<file path="config.mk">
export PLATFORM = sky130hd
export DESIGN_NAME = module_bin_bcd
export DESIGN_NICKNAME = d
export VERILOG_FILES = /design/src/rtl/module_bin_bcd.sv
export SDC_FILE = /design/constraint.sdc
export NUM_CORES = 1
export LEC_CHECK = 0
export CAP_MARGIN = 20
export CELL_PAD_IN_SITES_DETAIL_PLACEMENT = 1
export CELL_PAD_IN_SITES_GLOBAL_PLACEMENT = 1
export CORE_AREA = 10 10 71 118
export CTS_CLUSTER_SIZE = 25
export DETAILED_ROUTE_END_ITERATION = 16
export DIE_AREA = 0 0 81 128
export PLACE_DENSITY = 0.85
export SLEW_MARGIN = 30
export SYNTH_ARGS = -nofsm -noshare
export SYNTH_HDL_FRONTEND = slang
export SYNTH_SLANG_ARGS = --single-unit
</file>
<file path="constraint.sdc">
create_clock -name clk -period 1.8 [get_ports clk]
set_clock_uncertainty 0.05 [all_clocks]
set_input_delay 0.27 -clock clk [delete_from_list [all_inputs] [get_ports clk]]
set_output_delay 0.27 -clock clk [all_outputs]
set_load 0.01 [all_outputs]
</file>
<file path="src/rtl/module_bin_bcd.sv">
// Sequential 14-bit binary to 4-digit BCD converter (shift-add-3), IDLE/CONV/DONE.
// Optional macro BCD_SATURATE_EN: values above 9999 display as 9999 instead of value mod 10000.
module module_bin_bcd (
  input  logic        clk,
  input  logic        rst,
  input  logic [13:0] bin_input,
  input  logic        inicio,
  output logic [3:0]  unidades,
  output logic [3:0]  decenas,
  output logic [3:0]  centenas,
  output logic [3:0]  millares,
  output logic        listo,
  output logic        ocupado
);

  typedef enum logic [1:0] {
    IDLE = 2'd0,
    CONV = 2'd1,
    DONE = 2'd2
  } state_t;

  localparam logic [3:0] LAST_ITER = 4'd13;

  state_t      r_state;
  logic [13:0] r_shift;
  logic [19:0] r_acc;
  logic [3:0]  r_cnt;
`ifdef BCD_SATURATE_EN
  logic        r_over;
`endif

  logic [19:0] w_adj;

  // Add-3 correction on every BCD nibble that would overflow past 9 after the shift.
  always_comb begin
    w_adj = r_acc;
    for (int unsigned i = 0; i < 5; i++) begin
      if (r_acc[4*i +: 4] >= 4'd5) begin
        w_adj[4*i +: 4] = r_acc[4*i +: 4] + 4'd3;
      end
    end
  end

  always_ff @(posedge clk or negedge rst) begin
    if (!rst) begin
      r_state  <= IDLE;
      r_shift  <= '0;
      r_acc    <= '0;
      r_cnt    <= '0;
`ifdef BCD_SATURATE_EN
      r_over   <= 1'b0;
`endif
      unidades <= '0;
      decenas  <= '0;
      centenas <= '0;
      millares <= '0;
      listo    <= 1'b0;
      ocupado  <= 1'b0;
    end else begin
      listo <= 1'b0;
      case (r_state)
        IDLE: begin
          if (inicio) begin
            r_shift <= bin_input;
            r_acc   <= '0;
            r_cnt   <= '0;
`ifdef BCD_SATURATE_EN
            r_over  <= (bin_input > 14'd9999);
`endif
            ocupado <= 1'b1;
            r_state <= CONV;
          end
        end
        CONV: begin
          {r_acc, r_shift} <= {w_adj, r_shift} << 1;
          r_cnt <= r_cnt + 4'd1;
          if (r_cnt == LAST_ITER) begin
            ocupado <= 1'b0;
            r_state <= DONE;
          end
        end
        DONE: begin
`ifdef BCD_SATURATE_EN
          if (r_over) begin
            unidades <= 4'd9;
            decenas  <= 4'd9;
            centenas <= 4'd9;
            millares <= 4'd9;
          end else begin
            unidades <= r_acc[3:0];
            decenas  <= r_acc[7:4];
            centenas <= r_acc[11:8];
            millares <= r_acc[15:12];
          end
`else
          // Ten-thousands nibble r_acc[19:16] is intentionally dropped.
          unidades <= r_acc[3:0];
          decenas  <= r_acc[7:4];
          centenas <= r_acc[11:8];
          millares <= r_acc[15:12];
`endif
          listo   <= 1'b1;
          r_state <= IDLE;
        end
        default: begin
          ocupado <= 1'b0;
          r_state <= IDLE;
        end
      endcase
    end
  end

endmodule

</file>
== Yosys cells after proc, flatten, opt, wreduce, memory -nomap -nowiden ==
Index checks and enable logic that the tools add are counted.

* Register bits after elaboration: 58
* Input port bits: 17
* Output and inout port bits: 18
* Word-level logic and storage cells: 50

* $add $sub $neg: 6
* Order comparisons: 5
* Equal/unequal tests: 5
* Muxes and demuxes: 18
* Bitwise operators: 1
* Reductions and logical operators: 5

{| class="wikitable"
|+ Operator list
! operator !! count
|-
| 20-bit case mux with 2 select lines || 1
|-
| 14-bit case mux with 2 select lines || 1
|-
| 4-bit by 3-bit greater-or-equal comparator with 1-bit output, second input constant || 5
|-
| 20-bit two-way mux || 1
|-
| 4-bit two-way mux || 5
|-
| 4-bit by 2-bit adder with 4-bit output, second input constant || 4
|-
| 14-bit two-way mux || 1
|-
| 4-bit case mux with 2 select lines || 1
|-
| 4-bit by 1-bit adder with 4-bit output, second input constant || 1
|-
| 4-bit equality test, second input constant || 1
|-
| 2-bit two-way mux || 2
|-
| 2-bit != test, second input constant || 2
|-
| 2-bit case mux with 2 select lines || 1
|-
| 2-bit AND reduction || 2
|-
| 3-bit by 2-bit adder with 3-bit output, second input constant || 1
|-
| 1-bit two-way mux || 3
|-
| 3-bit two-way mux || 1
|-
| 1-bit case mux with 3 select lines || 1
|-
| 3-bit AND reduction || 1
|-
| 2-bit by 1-bit equality test with 1-bit output, second input constant || 1
|-
| 2-bit equality test, second input constant || 1
|-
| 2-bit zero test || 1
|-
| 2-bit nonzero test || 1
|-
| 1-bit inverter || 1
|}

== Longest topological paths before layout ==
Gate-level depths: netlist of run 1.

* Word-level depth: 3
* Depth in mapped cells: 5
* Gate-level depth less buffers: 5

== Worst setup path before layout of run 1 ==
Ideal clock, no wire load.

* Path type: flip-flop to flip-flop
* Start point: register r_acc[8]
* End point: register r_acc[10]
* Setup time: 0.104 ns
* Arrival: 1.173 ns
* Path slack: 0.473 ns
* Cell stages (with the launch flop): 6
* Cells stage by stage: dfrtp_1 > inv_1 > ha_1 > nor2b_1 > o21a_1 > o311ai_1

* Word-level cells in the longest chain between the ends: 3
* Elaborated cells on any way between the ends: 4

{| class="wikitable"
|+ Ends and longest elaborated chain
! element !! line !! source
|-
| from (decl) || 26 || <nowiki>logic [19:0] r_acc;</nowiki>
|-
| from (signal assigned) || 75 || <nowiki>{r_acc, r_shift} <= {w_adj, r_shift} << 1;</nowiki>
|-
| 4-bit by 2-bit adder with 4-bit output / 4-bit by 3-bit greater-or-equal comparator with 1-bit output (equally long branches) || 39, 38 ||
|-
| 4-bit two-way mux * || 38 || <nowiki>if (r_acc[4*i +: 4] >= 4'd5) begin</nowiki>
|-
| 20-bit case mux with 2 select lines * || 61 || <nowiki>case (r_state)</nowiki>
|}

Mark *: on every way between the ends. The rest lies on a longest branch, timed or not.
A chain may end at the register's enable or synchronous reset.

== Worst setup path after layout of run 1 ==
* Start point: register ocupado
* End point: output port ocupado

{| class="wikitable"
|+ RTL lines
! element !! line !! source
|-
| from (decl) || 13 || <nowiki>output logic ocupado</nowiki>
|-
| from (signal assigned) || 58 || <nowiki>ocupado <= 1'b0;</nowiki>
|-
| from (signal assigned) || 70 || <nowiki>ocupado <= 1'b1;</nowiki>
|-
| from (signal assigned) || 78 || <nowiki>ocupado <= 1'b0;</nowiki>
|}

No word-level cell between the ends.

==> results of run 1 <==
[kinds of logic (layout without fill, tap and decap cells)]
logic type / Yosys count / in the layout
compound gates: 100 / 100
simple gates: 56 / 56
flops: 54 / 54
buf+inv: 32 / 71
fa+ha+maj: 10 / 10
xor+xnor: 3 / 3
mux: 2 / 2
[sequential cells by signal (all words and copies together) (netlist names), 2 cells and up]
name,count
centenas,4
decenas,4
millares,4
r_acc,16
r_cnt,4
r_shift,14
r_state,2
unidades,4
[worst max path at each step]
stage	slack [ns]	endpoint	from
after floorplan	0.47	r_acc[10]	r_acc[8]
after global placement	0.15	r_shift[2]	inicio
after detailed placement	0.03	r_shift[4]	inicio
after CTS	0.23	ocupado	ocupado
after global routing	0.1	r_acc[5]	r_acc[4]
final	0.24	ocupado	ocupado
[layout by cell type (no fill, tap or decap), drive strengths merged, types with 2 or more instances in the layout]
master | netlist | final
dfrtp | 54 | 54
o21ai | 36 | 36
clkdlybuf4s50 | 0 | 33
nand2 | 27 | 27
inv | 18 | 18
nor2b | 18 | 18
a21oi | 14 | 14
a22oi | 13 | 13
buf | 13 | 11
ha | 10 | 10
o2111ai | 8 | 8
clkbuf | 1 | 5
o31ai | 4 | 4
a32o | 4 | 4
o21a | 4 | 4
o311ai | 4 | 4
o221ai | 4 | 4
nand2b | 3 | 3
nor2 | 3 | 3
xnor2 | 3 | 3
o32ai | 3 | 3
nand3 | 2 | 2
a22o | 2 | 2
and2b | 2 | 2
clkinv | 0 | 2
[per-layer routing]
layer  part of all wire (%)  wire length [um]
met1                     38              2410
met2                     56              3480
met3                    4.4               274
met4                    1.5                96
met5                      0                 0
[power by group]
| group | internal, uW | switching [uW] | total [uW] |
|---|---|---|---|
| clock network | 516 | 457 | 974 |
| logic | 909 | 1010 | 1920 |
| registers | 1620 | 346 | 1960 |
| total | 3040 | 1810 | 4860 |
[per-stage QoR]
stage	hold WS [ns]	worst slack [ns]
global placement	0.241	0.155
detailed placement	0.250	0.0269
finish	0.428	0.239
global route	0.460	0.0981
floorplan	-0.0756	0.473
CTS	0.435	0.228
[final cells by class]
cell class | instances | share of cell area [%]
clock buffers | 5 | 3.88
inverters | 18 | 2.09
flip-flops and latches | 54 | 41.9
multi-input cells | 171 | 34.9
well taps | 82 | 3.18
repair buffers | 45 | 13.4
clock inverters | 3 | 0.659
[worst register-to-register path, stage by stage, from the launching register on]
cell	delay [ns]
dfrtp_1	0.42
inv_1	0.14
ha_1	0.21
nor2b_1	0.22
o21a_1	0.20
o221ai_1	0.16
==> impl_metrics.toml, run 1 <==
[placed_design]
globalplace.congestion = 0.806
place_inst = 369
dp_hpwl_um = 4610
placed_area_mm2 = 0.00307
port_buffers = 34

[cts]
cts_sinks = 54
cts_root_buffer = "clkbuf_16"
clkLatencyLatePin_ns = 0.30
cts_hold_buf = 1
cts_max_level = 2
cts_setup_buffers = 0
post_cts_resized = 0
clk_pin_slew_ns = 0.07
cts_made_buffers = 5
cts_buffer_depth = 2
cts_tree = "done"

[global_route]
grt_use_met1_pct = 13.7
globalRouteMet3Util_pct = 3.09
grt_max_degree = 55
met2_usage_pct = 23.5
grt.total_usage_pct = 12.9
antenna_found_initial = 0
grt.busiest_layer = "met2"
grt_pass1_wl_um = 10800
grt-ovfl-total = 0
grt_pass1_vias = 2298

[route]
vias = 2063
routed_via_density = 5.46
wirelength_um = 6260
drtAntennaViolNets = 0
drt-wirelength-per-cell_um = 16.6
first_pass_iters = 4
drc = 0
drt_iter0_markers = 111

[finish]
fin_area_mm2 = 0.00323
fill_cells = 757
regArea_mm2 = 0.00135
multiInputGateArea_mm2 = 0.00113
drive_above_1_share_pct = 8.11
nNetsFinal = 322
area_growth_pct = 23.1
final-instance-count-excl-fill = 378
fin_util_pct = 50.1
num_antenna_cells = 0

[die]
dieArea_mm2 = 0.0104
row_count = 39
start_util_pct = 40.7
pin_count = 35
coreArea_mm2 = 0.00644
die_y_um = 128
die_w_um = 81

[yosys]
synth_cell_types = 33
ys_ff_latch = 54
syn_area_mm2 = 0.00262
synth_area_leaders = "dfrtp_1, o21ai_0, ha_1"
ys_seq_area_share_pct = 51.5
synth_fp_nets = 284
postSynthCellCount = 257
synth.area.mux_share_pct = 0.811
synth_top_family_by_area = "compound AO/OA/AOI/OAI gates"
avgSynthCellArea_um2 = 10.2
synth.most_common_cell = "dfrtp_1"
yosys.area_share.adder_pct = 4.77
synth-simple-area-share_pct = 10.8
yosysTopAreaCellShare_pct = 51.5
yosysTopAreaCell = "dfrtp_1"
synthFlopType = "dfrtp_1"
ys_async_sr_fraction_pct = 100
synth-edff-count = 0
synth_common_cells = "dfrtp_1, nand2_1, o21ai_0"
synth_compound_area_share_pct = 25.5
ys_warn_count = 0
synth_xor_area_share_pct = 1.00

[setup_path]
crit_arrival_ns = 1.24
cp.depth = 1
cpMaxStageDelayCell = "clkdlybuf4s50_1"
r2r_start = "r_acc[4]"
start_kind = "flip-flop"
crit_family = "buffers and inverters"
endpoint_kind = "primary output"
critPathMaxStageDelay_ns = 0.56
crit_fanout = 3
path_cells = "clkdlybuf4s50_1"
worstReg2RegEnd = "r_acc[5]"
crit_type = "flip-flop to primary output"
worstRegToRegCells = 5
critPathRequiredTime_ns = 1.48
reg2reg_slack_ns = 0.25
cp_num_buf_inv = 1

[timing]
period_share_pct = 86.7
rsz0062_at_grt = "false"
totalNegativeSetupSlack_ns = 0
slew-limit-headroom_pct = 68.7
hold_viol = 0
fmax_mhz = 641
slew_viol_final = 0
setup_viol = 0
min_period_ns = 1.56
worstMarginPinSlew_ns = 0.469

[pwr]
finalPower_uw = 4860
powerDensity_mw_per_mm2 = 1500
peakVddDrop_mv = 0.569
p_leak_uw = 0.00140

[job]
timing.max_cap.violations = 0

[worst_hold_path]
hp-start = "centenas[2]"
hold_end = "centenas[2]"
hold_class = "flip-flop to flip-flop"
hold_depth = 2

[status]
status = "complete, no violations"
Note: power is estimated with default switching activity, not from simulation.
==> inputs of run 2 (changes only) <==
--- a/config.mk
+++ b/config.mk
@@ -5,6 +5,7 @@
 export SDC_FILE = /design/constraint.sdc
 export NUM_CORES = 1
 export LEC_CHECK = 0
+export ABC_AREA = 1
 export CAP_MARGIN = 20
 export CELL_PAD_IN_SITES_DETAIL_PLACEMENT = 1
 export CELL_PAD_IN_SITES_GLOBAL_PLACEMENT = 1
@@ -12,7 +13,7 @@
 export CTS_CLUSTER_SIZE = 25
 export DETAILED_ROUTE_END_ITERATION = 16
 export DIE_AREA = 0 0 81 128
-export PLACE_DENSITY = 0.85
+export PLACE_DENSITY = 0.86
 export SLEW_MARGIN = 30
 export SYNTH_ARGS = -nofsm -noshare
 export SYNTH_HDL_FRONTEND = slang
==> run 2 against run 1 <==
Compared with the run above:
- clock power up 2%
- maximum frequency shrank 3.6%
- global-route usage down 0.40 points
- final area fell by 3.7%
- highest routed layer unchanged
- die area unchanged
- total power up 9.1%
- combinational power increased by 16%
- critical path type is now flip-flop to flip-flop
- critical path depth is 4 higher
- hold slack gained 0.0056 ns
- non-clock buffer count decreased by 5
==> impl_metrics.toml, run 2 <==
[cts]
clkLatencyLatePin_ns = 0.30
cts_made_buffers = 5
cts_tree = "done"
cts_buffer_depth = 2
cts_max_level = 2
post_cts_resized = 0
cts_setup_buffers = 0
cts_root_buffer = "clkbuf_16"
clk_pin_slew_ns = 0.07
cts_sinks = 54

[yosys]
synth.most_common_cell = "nand2_1"
syn_area_mm2 = 0.00252
postSynthCellCount = 302
synth_fp_nets = 329
yosysTopAreaCellShare_pct = 53.7
ys_async_sr_fraction_pct = 100
synth_area_leaders = "dfrtp_1, nand2_1, nand3_1"
ys_seq_area_share_pct = 53.7
yosysTopAreaCell = "dfrtp_1"
ys_ff_latch = 54
avgSynthCellArea_um2 = 8.33
synth-edff-count = 0
synthFlopType = "dfrtp_1"
ys_warn_count = 0
synth_common_cells = "nand2_1, dfrtp_1, nand3_1"
synth_cell_types = 18

[timing]
hold_viol = 0
rsz0062_at_grt = "false"
min_period_ns = 1.62
slew-limit-headroom_pct = 49.1
setup_viol = 0
slew_viol_final = 0
totalNegativeSetupSlack_ns = 0
period_share_pct = 90.0
worstMarginPinSlew_ns = 0.763
fmax_mhz = 618

[finish]
top_regs = "r_acc (16), r_shift (14)"
num_antenna_cells = 0
final_common_cell = "nand2_1"
drive_above_1_share_pct = 4.71
nNetsFinal = 366
largest_reg_flops = 16
area_growth_pct = 23.5
top_register = "r_acc"
mostFrequentLayoutCells = "nand2_1, dfrtp_1, nand3_1"
fin_util_pct = 48.3

[placed_design]
dp_hpwl_um = 4340
port_buffers = 34
globalplace.congestion = 0.812

[pwr]
p_clk_share_pct = 18.7
power_frac_seq_pct = 39.5
p_leak_uw = 0.00154
finalPower_uw = 5300
p_sw_uw = 2110
internal_power_uw = 3190
swShare_pct = 39.8
p_comb_share_pct = 41.9
peakVddDrop_mv = 0.816
powerDensity_mw_per_mm2 = 1700

[die]
coreArea_mm2 = 0.00644
die_w_um = 81
die_y_um = 128
start_util_pct = 39.1
row_count = 39
dieArea_mm2 = 0.0104
pin_count = 35

[setup_path]
crit_arrival_ns = 1.80
endpoint_kind = "flip-flop"
critPathRequiredTime_ns = 1.98
r2r_start = "r_state[0]"
worstReg2RegEnd = "r_shift[7]"
crit_type = "flip-flop to flip-flop"
crit_fanout = 21
worstRegToRegCells = 5
reg2reg_slack_ns = 0.18
start_kind = "flip-flop"

[worst_hold_path]
hold_depth = 2
hold_end = "ocupado"
hold_class = "flip-flop to flip-flop"
hp-start = "ocupado"

[route]
drc = 0
drtAntennaViolNets = 0
drt-wirelength-per-cell_um = 14.4
wirelength_um = 6060
drt_iter0_markers = 123
vias = 2127
first_pass_iters = 4
routed_via_density = 5.04

[global_route]
grt_max_degree = 55
grt-ovfl-total = 0
grt_pass1_wl_um = 10500
grt_pass1_vias = 2251
grt.total_usage_pct = 12.5
antenna_found_initial = 0

[status]
status = "complete, no violations"

[job]
timing.max_cap.violations = 0
==> run 2: changes by cell type after synthesis, moves of 8 or more <==
cell	delta
nor2b_1	-17
a22oi_1	-13
o2111ai_1	-8
a21oi_1	-11
nand3_1	+33
inv_1	+9
nand2_1	+83
o21ai_1	-8
nand4_1	+9
==> run 2: cell type report <==
cell class,count,area (um2)
Clock buffer,7,143
Sequential cell,54,1350
Inverter,28,105
Fill cell,814,3330
Clock inverter,1,5.00
Tap cell,82,103
Multi-Input combinational cell,210,1010
Timing Repair Buffer,40,395
==> run 2: logic make-up after synthesis <==
kind of cell	Yosys count	share of synthesized area, %
flops	54	53.7
compound gates	37	7.86
buf+inv	38	6.31
fa+ha+maj	10	4.97
simple gates	163	27.2
==> run 2: power groups by stage <==
stage	Sequential (uW)	Combinational, uW	Clock [uW]
2_1_floorplan	2080	1400	0
3_3_place_gp	2080	2110	0
3_5_place_dp	2100	2250	0
4_1_cts	2090	2270	1000
5_1_grt	2160	2580	1050
6_report	2090	2220	989
==> run 2: worst max-delay path by stage <==
stage,start,endpoint,slack (ns)
2_1_floorplan,r_acc[8],r_acc[12],0.61
3_3_place_gp,inicio,r_shift[2],0.18
3_5_place_dp,inicio,r_acc[14],0.08
4_1_cts,r_state[0],r_acc[14],0.17
5_1_grt,r_state[0],r_shift[6],0.002
6_report,r_state[0],r_shift[7],0.18
==> run 2: stage by stage <==
| step | instances | hold WS [ns] | worst slack, ns | instance area [um2] |
|---|---|---|---|---|
| 2_1_floorplan | 302 | -0.0756 | 0.614 | 2520 |
| 3_3_place_gp | 413 | 0.234 | 0.179 | 2950 |
| 3_5_place_dp | 413 | 0.239 | 0.0840 | 2950 |
| 4_1_cts | 422 | 0.438 | 0.175 | 3110 |
| 5_1_grt | 422 | 0.461 | 0.00213 | 3110 |
| 6_report | 422 | 0.433 | 0.181 | 3110 |
==> run 2: repair_timing <==
item | in CTS | in global routing
endpoints found under the hold margin | 54 | 0
setup endpoints to repair | 0 | 0
hold buffers | 1 | 0
==> run 2: layer usage <==
| metal | vias to the layer above | part of all wire, % | GRT usage (%) |
|---|---|---|---|
| met2 | 34 | 54 | 22.8 |
| met4 | 0 | 1.6 | 4.61 |
| met1 | 1036 | 40 | 13.4 |
| met3 | 8 | 4.5 | 2.81 |
| li1 | 1049 | - | - |
| met5 | - | 0 | 0 |
==> run 2: worst max-delay path, cell delays in order (launching register included) <==
cell and delay [ns]:
dfrtp_1 0.44, nand2_1 0.24, nand2_1 0.11, inv_1 0.49, nand2_1 0.11, nand3_1 0.12
==> inputs of run 3 (changes only) <==
--- a/config.mk
+++ b/config.mk
@@ -10,7 +10,6 @@
 export CELL_PAD_IN_SITES_DETAIL_PLACEMENT = 1
 export CELL_PAD_IN_SITES_GLOBAL_PLACEMENT = 1
 export CORE_AREA = 10 10 71 118
-export CTS_CLUSTER_SIZE = 25
 export DETAILED_ROUTE_END_ITERATION = 16
 export DIE_AREA = 0 0 81 128
 export PLACE_DENSITY = 0.86
==> results of run 3 <==
The final DEF is identical to that of run 2; final timing and power are the same.
